===== src/rtl/piso_serializer_if.sv =====
// Handshake and serial-output bundle for piso_serializer.
// The master drives the parallel word; the slave is the serializer.
interface piso_serializer_if #(
  parameter int WIDTH = 8
);
  logic [WIDTH-1:0] din;
  logic             din_valid;
  logic             din_ready;
  logic             sout;
  logic             sout_valid;
  logic             sout_first;
  logic             sout_last;
  logic             busy;

  modport master (
    output din, din_valid,
    input  din_ready, sout, sout_valid, sout_first, sout_last, busy
  );

  modport slave (
    input  din, din_valid,
    output din_ready, sout, sout_valid, sout_first, sout_last, busy
  );
endinterface


===== src/rtl/piso_serializer.sv =====
// MSB-first parallel-in/serial-out transmitter with first/last strobes.
// Define PISO_PARITY_EN to append an even-parity bit to every frame.
module piso_serializer #(
  parameter int WIDTH = 8
) (
  input  logic               clk,
  input  logic               reset,
  piso_serializer_if.slave   bus
);
  localparam int CW = $clog2(WIDTH);

  // state | meaning
  // IDLE  | no frame in progress, ready for a word
  // SHIFT | data bits on sout, cnt = bits left after the one shown
  // PARITY| parity bit on sout (PISO_PARITY_EN only)
  typedef enum logic [1:0] {
    IDLE   = 2'd0,
    SHIFT  = 2'd1,
    PARITY = 2'd2
  } state_t;

  state_t           r_state, w_state_nxt;
  logic [WIDTH-1:0] r_sreg, w_sreg_nxt;
  logic [CW-1:0]    r_cnt, w_cnt_nxt;
  logic             r_sout, w_sout_nxt;
  logic             r_valid, w_valid_nxt;
  logic             r_first, w_first_nxt;
  logic             r_last, w_last_nxt;
  logic             w_last_bit;
  logic             w_xfer;
`ifdef PISO_PARITY_EN
  logic             r_par, w_par_nxt;
`endif

`ifdef PISO_PARITY_EN
  assign w_last_bit = (r_state == PARITY);
`else
  assign w_last_bit = (r_state == SHIFT) && (r_cnt == '0);
`endif

  assign bus.din_ready  = !reset && ((r_state == IDLE) || w_last_bit);
  assign w_xfer         = bus.din_valid && bus.din_ready;
  assign bus.sout       = r_sout;
  assign bus.sout_valid = r_valid;
  assign bus.sout_first = r_first;
  assign bus.sout_last  = r_last;
  assign bus.busy       = r_valid;

  // sreg keeps only the bits not yet presented; the MSB goes straight to sout.
  always_comb begin
    w_state_nxt = r_state;
    w_sreg_nxt  = r_sreg;
    w_cnt_nxt   = r_cnt;
    w_sout_nxt  = 1'b0;
    w_valid_nxt = 1'b0;
    w_first_nxt = 1'b0;
    w_last_nxt  = 1'b0;
`ifdef PISO_PARITY_EN
    w_par_nxt   = r_par;
`endif
    if (w_xfer) begin
      w_state_nxt = SHIFT;
      w_sreg_nxt  = {bus.din[WIDTH-2:0], 1'b0};
      w_cnt_nxt   = CW'(WIDTH - 1);
      w_sout_nxt  = bus.din[WIDTH-1];
      w_valid_nxt = 1'b1;
      w_first_nxt = 1'b1;
`ifdef PISO_PARITY_EN
      w_par_nxt   = ^bus.din;
`endif
    end else begin
      unique case (r_state)
        SHIFT: begin
          if (r_cnt != '0) begin
            w_sreg_nxt  = {r_sreg[WIDTH-2:0], 1'b0};
            w_cnt_nxt   = r_cnt - CW'(1);
            w_sout_nxt  = r_sreg[WIDTH-1];
            w_valid_nxt = 1'b1;
`ifndef PISO_PARITY_EN
            w_last_nxt  = (r_cnt == CW'(1));
`endif
          end else begin
`ifdef PISO_PARITY_EN
            w_state_nxt = PARITY;
            w_sout_nxt  = r_par;
            w_valid_nxt = 1'b1;
            w_last_nxt  = 1'b1;
`else
            w_state_nxt = IDLE;
`endif
          end
        end
        PARITY:  w_state_nxt = IDLE;
        default: w_state_nxt = IDLE;
      endcase
    end
  end

  always_ff @(posedge clk) begin
    if (reset) begin
      r_state <= IDLE;
      r_sreg  <= '0;
      r_cnt   <= '0;
      r_sout  <= 1'b0;
      r_valid <= 1'b0;
      r_first <= 1'b0;
      r_last  <= 1'b0;
`ifdef PISO_PARITY_EN
      r_par   <= 1'b0;
`endif
    end else begin
      r_state <= w_state_nxt;
      r_sreg  <= w_sreg_nxt;
      r_cnt   <= w_cnt_nxt;
      r_sout  <= w_sout_nxt;
      r_valid <= w_valid_nxt;
      r_first <= w_first_nxt;
      r_last  <= w_last_nxt;
`ifdef PISO_PARITY_EN
      r_par   <= w_par_nxt;
`endif
    end
  end
endmodule


===== src/flat_wrapper.sv =====
// flat-port wrapper written by rule: the top's interface ports become plain ports
module piso_serializer_flat 
#(
  parameter int WIDTH = 8
)
  (clk, reset, bus_din, bus_din_valid, bus_din_ready, bus_sout, bus_sout_valid, bus_sout_first, bus_sout_last, bus_busy);
  piso_serializer_if #(.WIDTH(WIDTH)) bus_i ();
  input  logic clk;
  input  logic reset;
  input wire logic [$bits(bus_i.din)-1:0] bus_din;
  input wire logic [$bits(bus_i.din_valid)-1:0] bus_din_valid;
  output wire logic [$bits(bus_i.din_ready)-1:0] bus_din_ready;
  output wire logic [$bits(bus_i.sout)-1:0] bus_sout;
  output wire logic [$bits(bus_i.sout_valid)-1:0] bus_sout_valid;
  output wire logic [$bits(bus_i.sout_first)-1:0] bus_sout_first;
  output wire logic [$bits(bus_i.sout_last)-1:0] bus_sout_last;
  output wire logic [$bits(bus_i.busy)-1:0] bus_busy;
  assign bus_i.din = bus_din;
  assign bus_i.din_valid = bus_din_valid;
  assign bus_din_ready = bus_i.din_ready;
  assign bus_sout = bus_i.sout;
  assign bus_sout_valid = bus_i.sout_valid;
  assign bus_sout_first = bus_i.sout_first;
  assign bus_sout_last = bus_i.sout_last;
  assign bus_busy = bus_i.busy;
  piso_serializer #(.WIDTH(WIDTH)) u_core (.clk(clk), .reset(reset), .bus(bus_i));
endmodule

===== config.mk =====
export PLATFORM = sky130hd
export DESIGN_NAME = piso_serializer_flat
export DESIGN_NICKNAME = d
export VERILOG_FILES = /design/src/rtl/piso_serializer_if.sv /design/src/rtl/piso_serializer.sv /design/src/flat_wrapper.sv
export SDC_FILE = /design/constraint.sdc
export NUM_CORES = 1
export LEC_CHECK = 0
export ABC_AREA = 1
export CAP_MARGIN = 20
export CORE_MARGIN = 3
export CORE_UTILIZATION = 43
export CTS_CLUSTER_DIAMETER = 60
export DETAILED_ROUTE_END_ITERATION = 12
export GPL_ROUTABILITY_DRIVEN = 0
export HOLD_SLACK_MARGIN = 0.08
export MAX_ROUTING_LAYER = met4
export PLACE_DENSITY = 0.73
export SETUP_SLACK_MARGIN = 0.05
export SLEW_MARGIN = 30
export SYNTH_ARGS = -nofsm -noshare
export SYNTH_HDL_FRONTEND = slang
export SYNTH_SLANG_ARGS = --single-unit

===== constraint.sdc =====
create_clock -name clk -period 1.2 [get_ports clk]
set_input_delay 0.36 -clock clk [delete_from_list [all_inputs] [get_ports clk]]
set_output_delay 0.36 -clock clk [all_outputs]
set_load 0.02 [all_outputs]

==> results.yml, run 1 <==
min_path:
  holdCritPathClass: "flip-flop to flip-flop"
  hp-start: "u_core.r_cnt[1]$_SDFFE_PP0P_"
  hold_depth: 2
  min_to: "u_core.r_cnt[1]$_SDFFE_PP0P_"
timing:
  fmax_mhz: 663
  timing.final.ws_setup_ps: -309
  holdWs_ps: 466
  setup_viol: 12
  rsz0062_at_grt: "yes"
  clock_skew_ps: 8.11
  finalMaxSlewViolations: 0
  max_slew_margin: 0.827
  worstMarginPinSlew_ps: 260
  period_needed_ps: 1510
  min_period_over_period: 1.26
  final-hold-violation-count: 0
cells_and_area:
  drive_gt1_frac: 0.304
  fin_nets: 140
  fin_area_um2: 1040
  syn2layout_area_growth_pct: 37.9
  stdcell_count: 141
  antenna-diode-count: 0
  final_util: 0.659
yosys:
  synth_most_common_cell: "nand2_1"
  synth-main-ff-cell: "dfxtp_1"
  ys_ff_latch: 15
  netlist_area_um2: 753
  synth_top_area_frac: 0.399
  ys_async_sr_fraction: 0
  netlist_instances: 95
  synthDistinctLibCells: 19
  synth-edff-count: 0
  syn_area_per_cell_um2: 7.93
  ys_seq_area_frac: 0.399
  ys_warn_count: 0
  synth.area.top_cells: "dfxtp_1 (40%), nand2_1 (8.5%), nand3_1 (7.3%)"
  synth.largest_area_cell: "dfxtp_1"
  synth_commonest_cells: "nand2_1 (17), dfxtp_1 (15), inv_1 (13)"
  synth_nets: 109
floorplan:
  die_x_um: 47.9
  die_h_um: 47.9
  initial_core_util: 0.478
  io_pins: 17
  row_count: 14
  dieArea_um2: 2290
  core_area_um2: 1580
worst_setup_path:
  crit_path_start_kind: "flip-flop"
  worst_setup_path_end_kind: "primary output"
  critPathRequiredTime_ps: 840
  crit_slowest_cell: "dfxtp_2"
  worstPathArrival_ps: 1150
  crit_fanout: 2
  timing.critical_path.cells: "inv_2 -> ha_4 -> nand2_4 -> nand2_4 -> inv_4 -> nor2_4 -> buf_6"
  r2r_end: "u_core.r_cnt[2]$_SDFFE_PP0P_"
  critPathKind: "flip-flop to primary output"
  cp-startpoint: "u_core.r_cnt[1]$_SDFFE_PP0P_"
  reg2reg_slack_ps: -80
  r2r_cells: 9
  cp_common_cell: "nand2_4"
  path_delay_family: "flip-flops"
  path_buf_inv: 3
  r2r_start: "u_core.r_cnt[0]$_SDFFE_PP0P_"
  slowest_delay_ps: 330
place:
  dpl.hpwl_mm: 1.10
  post-place-cells: 132
  placed_cell_area_um2: 983
  io_buffers: 16
power_and_ir_drop:
  peakVddDrop_mv: 0.700
  leakagePower_uw: 0.000533
  p_per_area_nw_per_um2: 1160
global_routing:
  grt-busiest-layer: "met2"
  use_met1: 0.201
  first_global_vias: 647
  grt_util_met3: 0.0226
  grt_pass1_wl_mm: 2.64
  antenna_found_initial: 0
  grt_usage: 0.168
  use_met2: 0.259
  grt_max_degree: 21
  grt_remaining_overflow: 0
detailed_routing:
  vias: 744
  drc_errors: 0
  routed_wl_mm: 1.65
  drt_iter0_drc: 19
  ant_nets: 0
  wl_per_cell_um: 11.7
  viasPerCell: 5.28
  dr.pass1.iters: 4
cts:
  htreeDepth: 1
  cts_hold_buf: 0
  cts_tree: "built"
  clk_latency_ps: 290
  numCtsBuffers: 3
  cts.sinks: 15
  clk_pin_slew_ps: 80
  clock_path_buffers: 2
  cts_root_buf: "clkbuf_4"
run_status:
  violations: "setup timing"
  status: "complete, but fails checks"
job:
  drv_cap: 0
## routing by layer
metal,routed length (µm),vias to the layer above
li1,-,372
met1,696,344
met2,806,23
met3,107,5
met4,40,0
met5,0,-
## cell families (layout without fill, tap and decap cells)
| group | after synthesis | in the layout | share of synthesized area |
|---|---|---|---|
| AOI/OAI and AO/OA | 13 | 13 | 0.110 |
| adders and majority gates | 3 | 3 | 0.0498 |
| DFF | 15 | 15 | 0.399 |
| and+or+nand+nor | 41 | 41 | 0.281 |
| buffers and inverters | 23 | 53 | 0.161 |
## layout make-up
class                           count  area [µm²]
Clock buffer                        4        26.3
Fill cell                         141         538
Inverter                           16        65.1
Multi-Input combinational cell     57         357
Sequential cell                    15         303
Tap cell                           16        20.0
Timing Repair Buffer               33         268
## cells in the final DEF (no fill, tap or decap), types with 3 or more instances in the layout
master	n
nand2_1	17
buf_4	17
dfxtp_1	13
inv_1	11
nand3_1	11
clkdlybuf4s50_1	9
nand4_1	7
o211ai_1	6
a21oi_1	4
inv_2	3
clkbuf_4	3
buf_2	3
## metrics by stage
step           setup WS [ps]  setup TNS, ps  total power (µW)
5_1_grt                 -381          -2080              1280
3_5_place_dp            -672          -6770               893
3_3_place_gp            -659          -6500               885
6_report                -309           -884              1210
2_1_floorplan          -93.5          -93.5               781
4_1_cts                 -318           -850              1210
## registers in the layout, indices dropped and copies added (netlist names)
register and count:
u_core.r_sreg 7, u_core.r_cnt 3, u_core.bus.busy 1, u_core.bus.sout 1
u_core.bus.sout_first 1, u_core.bus.sout_last 1, u_core.r_state 1
## timing repair
action / 4_1_cts / 5_1_grt
endpoints found under the hold margin: 0 / 0
endpoints found under the setup margin: 19 / 17
pin swaps: 2 / 1
gates resized for setup: 32 / 2
setup buffers: 4 / 1
## worst register-to-register path, stage by stage, from the launching register on
cell and delay, ps:
dfxtp_2 340, inv_2 50, buf_4 130, buf_4 120
buf_4 120, ha_1 200, nand3_1 80, nand3_1 70
nand2_1 60, inv_1 30
## worst max-delay path by stage
stage	to	slack, ps	cells after the start
after floorplan	bus_din_ready	-90	7
after global placement	bus_din_ready	-660	3
after detailed placement	bus_din_ready	-670	3
after CTS	bus_din_ready	-320	7
after global routing	bus_din_ready	-380	7
final	bus_din_ready	-310	7
## power by group
group / internal [µW] / switching, µW
sequential: 538 / 20.4
clock: 129 / 165
combinational: 175 / 181
total: 842 / 366
Note: power is estimated with default switching activity, not from simulation.
==> run 2: changes to the inputs <==
--- a/config.mk
+++ b/config.mk
@@ -20,3 +20,4 @@
 export SYNTH_ARGS = -nofsm -noshare
 export SYNTH_HDL_FRONTEND = slang
 export SYNTH_SLANG_ARGS = --single-unit
+export TNS_END_PERCENT = 100
==> results of run 2 <==
Final layout, timing and power as in run 1 (identical DEF).
